[src/rtl/toast_entry.sv]
// Keypad entry controller: debounces key presses, builds a decimal edit buffer, commits it to the timer.
// Latency: a press acts DB_CYCLES+2 cycles after raw kphit rises; write is held until write_ack is seen.
module toast_entry #(
    parameter int DB_CYCLES = 20,
    parameter int MAX_TIME  = 999,
    parameter int MAX_DC    = 100
) (
    input  logic       clk,
    input  logic       reset_n,
    input  logic       kphit,
    input  logic [3:0] num,
    input  logic       write_ack,
    output logic [9:0] Time,
    output logic [7:0] DC,
    output logic [9:0] entry,
    output logic       mode,
    output logic       write,
    output logic       start,
    output logic       stop
);

    localparam int CW = $clog2(DB_CYCLES + 1);
    localparam logic [CW-1:0] CNT_LAST = CW'(DB_CYCLES - 1);

    typedef enum logic [2:0] {
        IDLE,
        DB_PRESS,
        ACT,
        WAIT_REL,
        DB_REL
    } state_t;

    state_t        state_q, state_d;
    logic [CW-1:0] cnt_q, cnt_d;
    logic [3:0]    key_q, key_d;
    logic [9:0]    entry_q, entry_d;
    logic          mode_q, mode_d;
    logic [9:0]    time_q, time_d;
    logic [7:0]    dc_q, dc_d;
    logic          write_q, write_d;
    logic          start_q, start_d;
    logic          stop_q, stop_d;

    logic          kphit_s1_q, kphit_s2_q;
    logic [3:0]    num_s1_q, num_s2_q;

    logic [13:0]   digit_val;
    logic [13:0]   limit;

    always_ff @(posedge clk or negedge reset_n) begin
        if (!reset_n) begin
            kphit_s1_q <= 1'b0;
            kphit_s2_q <= 1'b0;
            num_s1_q   <= 4'd0;
            num_s2_q   <= 4'd0;
        end else begin
            kphit_s1_q <= kphit;
            kphit_s2_q <= kphit_s1_q;
            num_s1_q   <= num;
            num_s2_q   <= num_s1_q;
        end
    end

    always_ff @(posedge clk or negedge reset_n) begin
        if (!reset_n) begin
            state_q <= IDLE;
            cnt_q   <= '0;
            key_q   <= 4'd0;
            entry_q <= 10'd0;
            mode_q  <= 1'b0;
            time_q  <= 10'd0;
            dc_q    <= 8'd0;
            write_q <= 1'b0;
            start_q <= 1'b0;
            stop_q  <= 1'b0;
        end else begin
            state_q <= state_d;
            cnt_q   <= cnt_d;
            key_q   <= key_d;
            entry_q <= entry_d;
            mode_q  <= mode_d;
            time_q  <= time_d;
            dc_q    <= dc_d;
            write_q <= write_d;
            start_q <= start_d;
            stop_q  <= stop_d;
        end
    end

    // 14 bits holds 999*10+9 without overflow before clamping.
    assign digit_val = ({4'd0, entry_q} * 14'd10) + {10'd0, key_q};
    assign limit     = mode_q ? 14'(MAX_DC) : 14'(MAX_TIME);

    always_comb begin
        state_d = state_q;
        cnt_d   = cnt_q;
        key_d   = key_q;
        entry_d = entry_q;
        mode_d  = mode_q;
        time_d  = time_q;
        dc_d    = dc_q;
        write_d = write_q;
        start_d = 1'b0;
        stop_d  = 1'b0;

        if (write_q && write_ack) begin
            write_d = 1'b0;
        end

        case (state_q)
            IDLE: begin
                if (kphit_s2_q) begin
                    cnt_d   = CW'(1);
                    state_d = DB_PRESS;
                end
            end
            DB_PRESS: begin
                if (!kphit_s2_q) begin
                    state_d = IDLE;
                end else if (cnt_q == CNT_LAST) begin
                    key_d   = num_s2_q;
                    state_d = ACT;
                end else begin
                    cnt_d = cnt_q + CW'(1);
                end
            end
            ACT: begin
                state_d = WAIT_REL;
                case (key_q)
                    4'd10: begin
                        mode_d  = 1'b0;
                        entry_d = 10'd0;
                    end
                    4'd11: begin
                        mode_d  = 1'b1;
                        entry_d = 10'd0;
                    end
                    4'd12: entry_d = 10'd0;
                    4'd13: begin
                        // A commit already in flight swallows the key; an ack this cycle only retires the old one.
                        if (!write_q) begin
                            if (mode_q) begin
                                dc_d = entry_q[7:0];
                            end else begin
                                time_d = entry_q;
                            end
                            write_d = 1'b1;
                            entry_d = 10'd0;
                        end
                    end
                    4'd14: begin
                        if ((time_q != 10'd0) && !write_q) begin
                            start_d = 1'b1;
                        end
                    end
                    4'd15: stop_d = 1'b1;
                    default: begin
                        entry_d = (digit_val > limit) ? limit[9:0] : digit_val[9:0];
                    end
                endcase
            end
            WAIT_REL: begin
                if (!kphit_s2_q) begin
                    cnt_d   = CW'(1);
                    state_d = DB_REL;
                end
            end
            DB_REL: begin
                if (kphit_s2_q) begin
                    state_d = WAIT_REL;
                end else if (cnt_q == CNT_LAST) begin
                    state_d = IDLE;
                end else begin
                    cnt_d = cnt_q + CW'(1);
                end
            end
            default: state_d = IDLE;
        endcase
    end

    assign Time  = time_q;
    assign DC    = dc_q;
    assign entry = entry_q;
    assign mode  = mode_q;
    assign write = write_q;
    assign start = start_q;
    assign stop  = stop_q;

endmodule

[config.mk]
export PLATFORM = sky130hd
export DESIGN_NAME = toast_entry
export DESIGN_NICKNAME = d
export VERILOG_FILES = /design/src/rtl/toast_entry.sv
export SDC_FILE = /design/constraint.sdc
export NUM_CORES = 1
export LEC_CHECK = 0
export BUFFER_PORTS_ARGS = -buffer_cell sky130_fd_sc_hd__buf_4
export CAP_MARGIN = 5
export CELL_PAD_IN_SITES_DETAIL_PLACEMENT = 2
export CELL_PAD_IN_SITES_GLOBAL_PLACEMENT = 2
export CORE_MARGIN = 8
export CORE_UTILIZATION = 35
export CTS_BUF_LIST = sky130_fd_sc_hd__clkbuf_4 sky130_fd_sc_hd__clkbuf_8
export DETAILED_ROUTE_END_ITERATION = 8
export PLACE_DENSITY = 0.75
export RECOVER_POWER = 50
export SYNTH_ARGS = -nofsm -noshare
export SYNTH_HDL_FRONTEND = slang
export SYNTH_SLANG_ARGS = --single-unit
[constraint.sdc]
create_clock -name clk -period 3.5 [get_ports clk]
set_input_delay 0.525 -clock clk [delete_from_list [all_inputs] [get_ports clk]]
set_output_delay 0.525 -clock clk [all_outputs]
set_load 0.005 [all_outputs]
==> flow_metrics.env, run 1 <==
export IMPL_wl_per_cell_um=26.8
export IMPL_grt_pass1_vias=3237
export IMPL_worst_pin_slew_ns=2.98
export IMPL_core_um2=8590
export IMPL_ys_types=56
export IMPL_path_max_fanout=5
export IMPL_place_area_um2=3850
export IMPL_synth_most_common_cell="dfrtp_1"
export IMPL_rows=34
export IMPL_whs_ns=0.332
export IMPL_drive_above_1_share_pct=44.7
export IMPL_nNetsFinal=423
export IMPL_diodes=0
export IMPL_firstDrtPassIters=4
export IMPL_hold_end="num_s1_q[1]"
export IMPL_fin_area_um2=4360
export IMPL_gp_congestion=0.778
export IMPL_yosysSeqAreaShare_pct=44.2
export IMPL_syn2layout_area_growth_pct=42.7
export IMPL_postSynthCellCount=282
export IMPL_clockBufferDepth=2
export IMPL_grt_max_degree=55
export IMPL_ir_drop_mv=0.170
export IMPL_setup_viol=10
export IMPL_fin_ws_ns=-0.786
export IMPL_critical_path_class="reg -> reg"
export IMPL_cp_common_cell="ha_4"
export IMPL_viasPerCell=5.65
export IMPL_dp_slack_ns=-0.843
export IMPL_antenna_found_initial=0
export IMPL_cap_violations=1
export IMPL_r2r_end="entry[8]"
export IMPL_ys_ff_latch=54
export IMPL_synth_top_cell_by_area="dfrtp_1"
export IMPL_worst_setup_path_start_kind="register"
export IMPL_ant_nets=0
export IMPL_syn_area_um2=3060
export IMPL_outcome="finished with violations"
export IMPL_critPathArrivalTime_ns=4.51
export IMPL_grt_pass1_wl_mm=17.6
export IMPL_max_freq_mhz=233
export IMPL_dr_first_iter_drc_count=122
export IMPL_synth_top_area_share_pct=44.2
export IMPL_ios=40
export IMPL_cts_tree="done"
export IMPL_ys_warnings_count=0
export IMPL_grt_usage_pct=19.4
export IMPL_required_ns=3.72
export IMPL_synth_edf_count=0
export IMPL_fin_crit_ns=4.29
export IMPL_reg2reg_depth=19
export IMPL_slowest_delay_ns=0.48
export IMPL_hold_path_startpoint="num[1]"
export IMPL_p_leak_uw=0.00210
export IMPL_slew_viol_final=55
export IMPL_cp_cell_sequence="ha_4, ha_4, inv_2, fa_2, xnor2_2, nand3b_1, nor2_2, nand2_2, xor2_4, inv_2, ha_4, nand3_4, a211oi_4, a2111oi_4, a21oi_2, nor3_2, buf_4, a211o_4, o211ai_1"
export IMPL_cts_sinks=54
export IMPL_synth_ff_type="dfrtp_1"
export IMPL_dp_hpwl_mm=7.32
export IMPL_worst_path_max_delay_cell="dfrtp_2"
export IMPL_wirelength_mm=13.3
export IMPL_ys_top_cells_by_area="dfrtp_1 (44%), ha_1 (10%), mux2_2 (7.7%)"
export IMPL_syn_nets=317
export IMPL_violations="max-capacitance violations, max-slew violations, negative setup slack"
export IMPL_path_clk_slew_ns=0.12
export IMPL_htree_levels=2
export IMPL_drcViolationCount=0
export IMPL_cts_made_buffers=5
export IMPL_initial_core_util_pct=35.6
export IMPL_synth_async_reset_ratio_pct=100
export IMPL_reg2reg_slack_ns=-0.79
export IMPL_holdPathStages=1
export IMPL_r2r_start="entry[3]"
export IMPL_worstSetupEndpointType="register"
export IMPL_rsz0062_at_grt="yes"
export IMPL_grt_overflow_total=0
export IMPL_slew_headroom_pct=-98.6
export IMPL_synth_common_cells="dfrtp_1 (54), ha_1 (25), mux2_2 (21)"
export IMPL_hold_path_class="in -> reg"
export IMPL_port_buffers=39
export IMPL_die_x_um=109
export IMPL_worstSkewPairLatency_ns=0.33
export IMPL_powerDensity_nw_per_um2=293
export IMPL_syn_area_per_cell_um2=10.8
export IMPL_period_share_pct=122
export IMPL_die_area_um2=12000
export IMPL_hold_viol=0
export IMPL_fin_skew_ns=0.0166
export IMPL_die_y_um=109
export IMPL_cts_root_buf="clkbuf_8"
export IMPL_vias=2810
export IMPL_power_total_uw=1280
cell usage in the layout (no fill, tap or decap), drive strengths merged, types with 5 or more instances in the layout:
cell    Yosys  routed
xor2        8       8
clkbuf      1      12
o21ai      17      17
a21o        7       7
buf         2      96
ha         25      25
inv        11      11
nor3        9       9
a21oi      16      16
mux2       21      21
nand2      20      20
nand4       5       5
nand3       7       7
nor2       14      14
o211ai      5       5
dfrtp      54      54
power breakdown:
| group | switching, uW | internal, uW | leakage, uW | total [uW] |
|---|---|---|---|---|
| clock | 230 | 305 | 0.0000714 | 535 |
| sequential | 23.2 | 645 | 0.000720 | 668 |
| combinational | 43.4 | 29.2 | 0.00131 | 72.6 |
| total | 297 | 980 | 0.00210 | 1280 |
flip-flops by register name, indices dropped and copies added (netlist names):
register,cells
kphit_s2_q,1
key_q,4
stop,1
mode,1
num_s2_q,4
Time,10
DC,8
state_q,3
num_s1_q,4
cnt_q,5
write,1
kphit_s1_q,1
entry,10
start,1
how the worst max path moves through the flow:
stage,end,cells past startpoint,start
after floorplan,entry[1],18,entry[1]
after global placement,entry[4],18,entry[3]
after detailed placement,entry[0],18,entry[3]
after CTS,entry[8],19,entry[3]
after global routing,entry[8],19,entry[2]
final,entry[8],19,entry[3]
kinds of logic (layout without fill, tap and decap cells):
logic type | count (synthesis) | in the layout | share of synthesized area (%)
and+or+nand+nor | 82 | 82 | 15.6
xor gates and xnor gates | 12 | 12 | 3.44
AOI/OAI and AO/OA | 71 | 71 | 15.3
adders and majority gates | 27 | 27 | 11.5
DFF | 54 | 54 | 44.2
muxes | 22 | 22 | 8.06
buffers and inverters | 14 | 121 | 1.80
layer usage:
metal / global-route usage (%) / routed length, um / up-vias / part of all wire [%]
li1: - / - / 1264 / -
met1: 20.0 / 5190 / 1426 / 39
met2: 36.6 / 7080 / 79 / 53
met3: 3.40 / 431 / 41 / 3.2
met4: 9.93 / 627 / 0 / 4.7
met5: 0 / 0 / - / 0
final cells by class:
cell class / count / area [um2]
Fill cell: 864 / 4230
Multi-Input combinational cell: 214 / 1920
Sequential cell: 54 / 1350
Timing Repair Buffer: 102 / 769
Tap cell: 108 / 135
Clock buffer: 6 / 82.6
Clock inverter: 2 / 60.1
Inverter: 11 / 41.3
worst max-delay path, delay by kind of cell, from the launching register on:
family | cells | cell delay (ns)
buffers and inverters | 3 | 0.29
AND/OR/NAND/NOR | 5 | 0.70
flip-flops | 1 | 0.48
adder cells (fa/ha/maj) | 4 | 1.09
XOR/XNOR | 2 | 0.43
AO/OA/AOI/OAI | 5 | 1.17
metrics by stage:
step	TNS [ns]	instances	util, %
after floorplan	-2.52	282	-
after global placement	-5.82	472	44.8
after detailed placement	-7.62	472	44.8
after CTS	-3.06	489	49.2
after global routing	-8.56	497	50.7
final	-6.87	497	50.7
timing repair:
item | in CTS | in global routing
hold buffers | 0 | 0
endpoints found under the setup margin | 10 | 10
gates cloned | 0 | 0
endpoints found under the hold margin | 0 | 0
resized for setup | 29 | 11
setup buffers | 9 | 8
pin swaps | 21 | 7
Note: power is estimated with default switching activity, not from simulation.
==> run 2: changes to the inputs <==
CORE_MARGIN = 10   (was 8)
==> flow_metrics.env, run 2 (synthesis gave the netlist of run 1 again) <==
export IMPL_worst_pin_slew_ns=1.42
export IMPL_grt_pass1_vias=3135
export IMPL_r2r_start="entry[3]"
export IMPL_path_max_fanout=7
export IMPL_grtUsageMet3_pct=2.41
export IMPL_fin_skew_ns=0.0344
export IMPL_die_area_um2=12900
export IMPL_grt_max_degree=55
export IMPL_diodes=0
export IMPL_grt_overflow_total=0
export IMPL_htree_levels=2
export IMPL_die_y_um=113
export IMPL_ir_drop_mv=0.181
export IMPL_gr_max_usage_layer="met2"
export IMPL_period_share_pct=123
export IMPL_max_freq_mhz=232
export IMPL_hold_viol=0
export IMPL_layout_common_cells="buf_4 (89), dfrtp_1 (50), mux2_2 (21), ha_1 (19), nand2_1 (18)"
export IMPL_cts_tree="done"
export IMPL_rsz0062_at_grt="yes"
export IMPL_fin_tns_setup_ns=-7.17
export IMPL_gp_congestion=0.802
export IMPL_fin_cells=494
export IMPL_r2r_end="entry[8]"
export IMPL_cts_sinks=54
export IMPL_critical_path_class="reg -> reg"
export IMPL_slew_headroom_pct=5.21
export IMPL_worstSetupEndpointType="register"
export IMPL_cp_common_cell="buf_4"
export IMPL_wl_per_cell_um=25.8
export IMPL_dp_hpwl_mm=7.40
export IMPL_ios=40
export IMPL_antenna_found_initial=0
export IMPL_reg2reg_slack_ns=-0.80
export IMPL_placedCellCount=471
export IMPL_grt_met1_usage_pct=19.0
export IMPL_syn2layout_area_growth_pct=41.3
export IMPL_port_buffers=39
export IMPL_cts_root_buf="clkbuf_8"
export IMPL_initial_core_util_pct=35.6
export IMPL_hold_path_startpoint="kphit"
export IMPL_hold_path_class="in -> reg"
export IMPL_rows=34
export IMPL_firstDrtPassIters=5
export IMPL_violations="negative setup slack"
export IMPL_p_leak_uw=0.00207
export IMPL_drcViolationCount=0
export IMPL_path_clk_slew_ns=0.14
export IMPL_worstSkewPairLatency_ns=0.35
export IMPL_gr_usage_met2_pct=32.6
export IMPL_grt_usage_pct=17.2
export IMPL_required_ns=3.74
export IMPL_worst_setup_path_start_kind="register"
export IMPL_slowest_delay_ns=0.49
export IMPL_clockBufferDepth=2
export IMPL_critPathArrivalTime_ns=4.55
export IMPL_fin_crit_ns=4.30
export IMPL_cp_cell_sequence="buf_4, ha_1, ha_4, buf_4, nor2_1, nor2_1, xor2_1, buf_4, buf_4, xnor2_4, inv_2, ha_4, nand3_4, a211oi_4, a2111oi_4, a21oi_2, nor3_4, nand4_4, o211ai_1"
export IMPL_outcome="finished with violations"
export IMPL_nNetsFinal=420
export IMPL_slew_viol_final=0
export IMPL_core_um2=8590
export IMPL_die_x_um=113
export IMPL_drive_above_1_share_pct=45.1
export IMPL_viasPerCell=5.67
export IMPL_whs_ns=0.326
export IMPL_mostFrequentLayoutCell="buf_4"
export IMPL_holdPathStages=1
export IMPL_wirelength_mm=12.8
export IMPL_reg2reg_depth=19
export IMPL_grt_pass1_wl_mm=17.7
export IMPL_powerDensity_nw_per_um2=268
export IMPL_vias=2802
export IMPL_cts_made_buffers=5
export IMPL_fin_ws_ns=-0.803
export IMPL_cap_violations=0
export IMPL_ant_nets=0
export IMPL_hold_end="kphit_s1_q"
export IMPL_dr_first_iter_drc_count=149
export IMPL_setup_viol=10
export IMPL_worst_path_max_delay_cell="dfrtp_2"
[run 2: cell count changes in the layout (fill, tap and decap cells not counted), moves of 2 or more]
cell,delta
buf_4,-5
bufinv_16,-2
clkinv_4,+2
dfrtp_1,-2
dfrtp_2,+2
inv_1,-2
inv_2,+2
nor2_2,-2
nor2_4,+2
[run 2: area by class of cell]
type / instances / area, um2
sequential: 54 / 1360
clock buffer: 5 / 68.8
clock inverter: 3 / 28.8
inverter: 11 / 41.3
timing repair buffer: 99 / 749
multi-input combinational: 214 / 1940
fill: 867 / 4280
tap: 108 / 135
[run 2: per-layer routing]
metal | vias to the layer above | wire, um
li1 | 1253 | -
met1 | 1449 | 5080
met2 | 65 | 6790
met3 | 35 | 323
met4 | 0 | 562
met5 | - | 0
[run 2: repair_timing]
action / in CTS / in global routing
gates resized for setup: 25 / 21
buffers inserted: 7 / 7
pin swaps: 19 / 11
setup endpoints to repair: 10 / 10
hold buffers: 0 / 0
[run 2: where the power goes]
group	internal, uW	switching [uW]
registers	645	24.1
logic	28.9	42.9
clock network	150	265
[run 2: worst max-delay path by stage]
stage / startpoint / endpoint
2_1_floorplan: entry[1] / entry[1]
3_5_place_dp: entry[3] / entry[0]
3_3_place_gp: entry[3] / entry[4]
5_1_grt: entry[3] / entry[8]
4_1_cts: entry[3] / entry[0]
6_report: entry[3] / entry[8]
[run 2: metrics by stage]
step	util [%]	cell area, um2	setup slack, ns	power (uW)
floorplan	-	3090	-0.300	715
global placement	44.7	3840	-0.656	746
detailed placement	44.7	3840	-0.828	752
CTS	48.1	4130	-0.395	1140
global route	50.2	4320	-0.952	1200
finish	50.2	4320	-0.803	1160
[run 2: critical path, delay by kind of cell, from the launching register on]
kind	cells	cell delay [ns]
buf+inv	5	0.70
xor+xnor	2	0.36
fa+ha+maj	3	0.85
compound gates	4	0.94
flops	1	0.49
simple gates	5	0.84
==> run 3: changes to the inputs <==
CAP_MARGIN = 20   (was 5)
PLACE_DENSITY = default   (was 0.75)
PLACE_DENSITY_LB_ADDON = 0.1   (was default)
==> flow_metrics.env, run 3 (synthesis gave the netlist of run 1 again) <==
export IMPL_dp_hpwl_mm=7.66
export IMPL_gr_max_usage_layer="met2"
export IMPL_ios=40
export IMPL_antenna_found_initial=0
export IMPL_fin_crit_ns=4.05
export IMPL_fill_cells=884
export IMPL_setup_viol=10
export IMPL_cap_violations=1
export IMPL_slew_viol_final=55
export IMPL_die_area_um2=12900
export IMPL_wl_per_cell_um=23.1
export IMPL_ir_drop_mv=0.227
export IMPL_port_buffers=39
export IMPL_clockBufferDepth=2
export IMPL_syn2layout_area_growth_pct=40.7
export IMPL_firstDrtPassIters=4
export IMPL_rows=34
export IMPL_grt_pass1_vias=3066
export IMPL_vias=2701
export IMPL_cts_sinks=54
export IMPL_wirelength_mm=11.3
export IMPL_gr_usage_met2_pct=29.1
export IMPL_slew_headroom_pct=-93.2
export IMPL_die_y_um=113
export IMPL_htree_levels=2
export IMPL_fin_cells=490
export IMPL_cts_made_buffers=5
export IMPL_grt_max_degree=55
export IMPL_cts_tree="done"
export IMPL_dr_first_iter_drc_count=90
export IMPL_rsz0062_at_grt="yes"
export IMPL_hold_path_class="in -> reg"
export IMPL_initial_core_util_pct=35.6
export IMPL_layout_common_cells="buf_4 (87), dfrtp_1 (51), mux2_2 (21), nand2_1 (18), ha_1 (18)"
export IMPL_grt_usage_pct=16.1
export IMPL_nNetsFinal=416
export IMPL_period_share_pct=116
export IMPL_die_x_um=113
export IMPL_mostFrequentLayoutCell="buf_4"
export IMPL_worstSetupEndpointType="register"
export IMPL_outcome="finished with violations"
export IMPL_fin_tns_setup_ns=-4.95
export IMPL_cts_root_buf="clkbuf_8"
export IMPL_place_area_um2=3820
export IMPL_powerDensity_nw_per_um2=273
export IMPL_required_ns=3.72
export IMPL_worst_setup_path_start_kind="register"
export IMPL_p_leak_uw=0.00205
export IMPL_fin_skew_ns=0.0146
export IMPL_placedCellCount=468
export IMPL_drive_above_1_share_pct=44.0
export IMPL_core_um2=8590
export IMPL_critical_path_class="reg -> reg"
export IMPL_max_freq_mhz=247
export IMPL_gp_congestion=0.766
export IMPL_fin_area_um2=4300
export IMPL_path_max_fanout=7
export IMPL_grtUsageMet3_pct=3.10
export IMPL_grt_met1_usage_pct=19.6
export IMPL_ant_nets=0
export IMPL_final_core_util_pct=50.1
export IMPL_fin_ws_ns=-0.550
export IMPL_drcViolationCount=0
export IMPL_violations="max-capacitance violations, max-slew violations, negative setup slack"
export IMPL_viasPerCell=5.51
export IMPL_area_sequential_um2=1360
export IMPL_path_clk_slew_ns=0.10
export IMPL_critPathArrivalTime_ns=4.27
export IMPL_dp_slack_ns=-0.730
export IMPL_worst_pin_slew_ns=2.90
export IMPL_diodes=0
export IMPL_worstSkewPairLatency_ns=0.32
export IMPL_multiInputGateArea_um2=1940
export IMPL_grt_overflow_total=0
export IMPL_grt_pass1_wl_mm=16.8
export IMPL_hold_viol=0
run 3: cell types whose count changed in the layout (fill, tap and decap cells not counted), sizes merged:
cell | previous run | this run
clkinv | 2 | 1
clkbuf | 11 | 12
buf | 93 | 88
bufinv | 0 | 1
run 3: cell type report:
class / count / share of cell area [%]
Timing Repair Buffer: 95 / 16.6
Multi-Input combinational cell: 214 / 45.1
Clock buffer: 5 / 1.60
Clock inverter: 3 / 1.11
Sequential cell: 54 / 31.5
Inverter: 11 / 0.960
Tap cell: 108 / 3.14
run 3: power by group:
group          total [uW]  switching (uW)  internal (uW)
logic                73.5            44.5           29.0
registers             671            25.8            645
clock network         430             213            217
total                1170             284            891
run 3: critical path: stages (launching register included):
cell,delay [ns]
dfrtp_2,0.47
ha_4,0.30
ha_4,0.14
inv_2,0.04
fa_2,0.38
nor2b_4,0.17
o31ai_4,0.09
xnor2_2,0.19
buf_6,0.16
nand3_4,0.09
xor2_2,0.22
inv_2,0.08
ha_4,0.26
nand3_4,0.07
a211oi_4,0.06
a2111oi_4,0.34
a21oi_2,0.08
nor3_4,0.30
nand4_4,0.21
o211ai_1,0.28
run 3: timing repair:
action                     CTS  global route
pin swaps                   15             6
setup endpoints to repair   10            10
hold endpoints to repair     0             0
hold buffers                 0             0
setup buffers                9             5
resized for setup           28            14
cloned                       0             0
run 3: through the flow:
stage,total power (uW),hold slack [ns]
floorplan,715,0.229
global placement,747,0.333
detailed placement,754,0.338
CTS,1190,0.266
global route,1230,0.321
finish,1170,0.336
run 3: worst paths after layout:
| kind | to | depth (start not counted) | start | slack (ns) |
|---|---|---|---|---|
| worst min-delay path | kphit_s1_q | 1 | kphit | 0.34 |
| worst min register to register | kphit_s2_q | 0 | kphit_s1_q | 0.36 |
| worst max-delay path | entry[1] | 19 | entry[3] | -0.55 |
| worst max register to register | entry[1] | 19 | entry[3] | -0.55 |
| max in group asynchronous | entry[1] | 1 | reset_n | 0.52 |
| min in group asynchronous | DC[4] | 1 | reset_n | 1.14 |
run 3: per-layer routing:
layer | part of all wire [%] | vias up | routed length [um]
met5 | 0 | - | 0
met4 | 1.6 | 0 | 183
met3 | 3.6 | 15 | 413
met2 | 54 | 56 | 6070
met1 | 41 | 1383 | 4650
li1 | - | 1247 | -
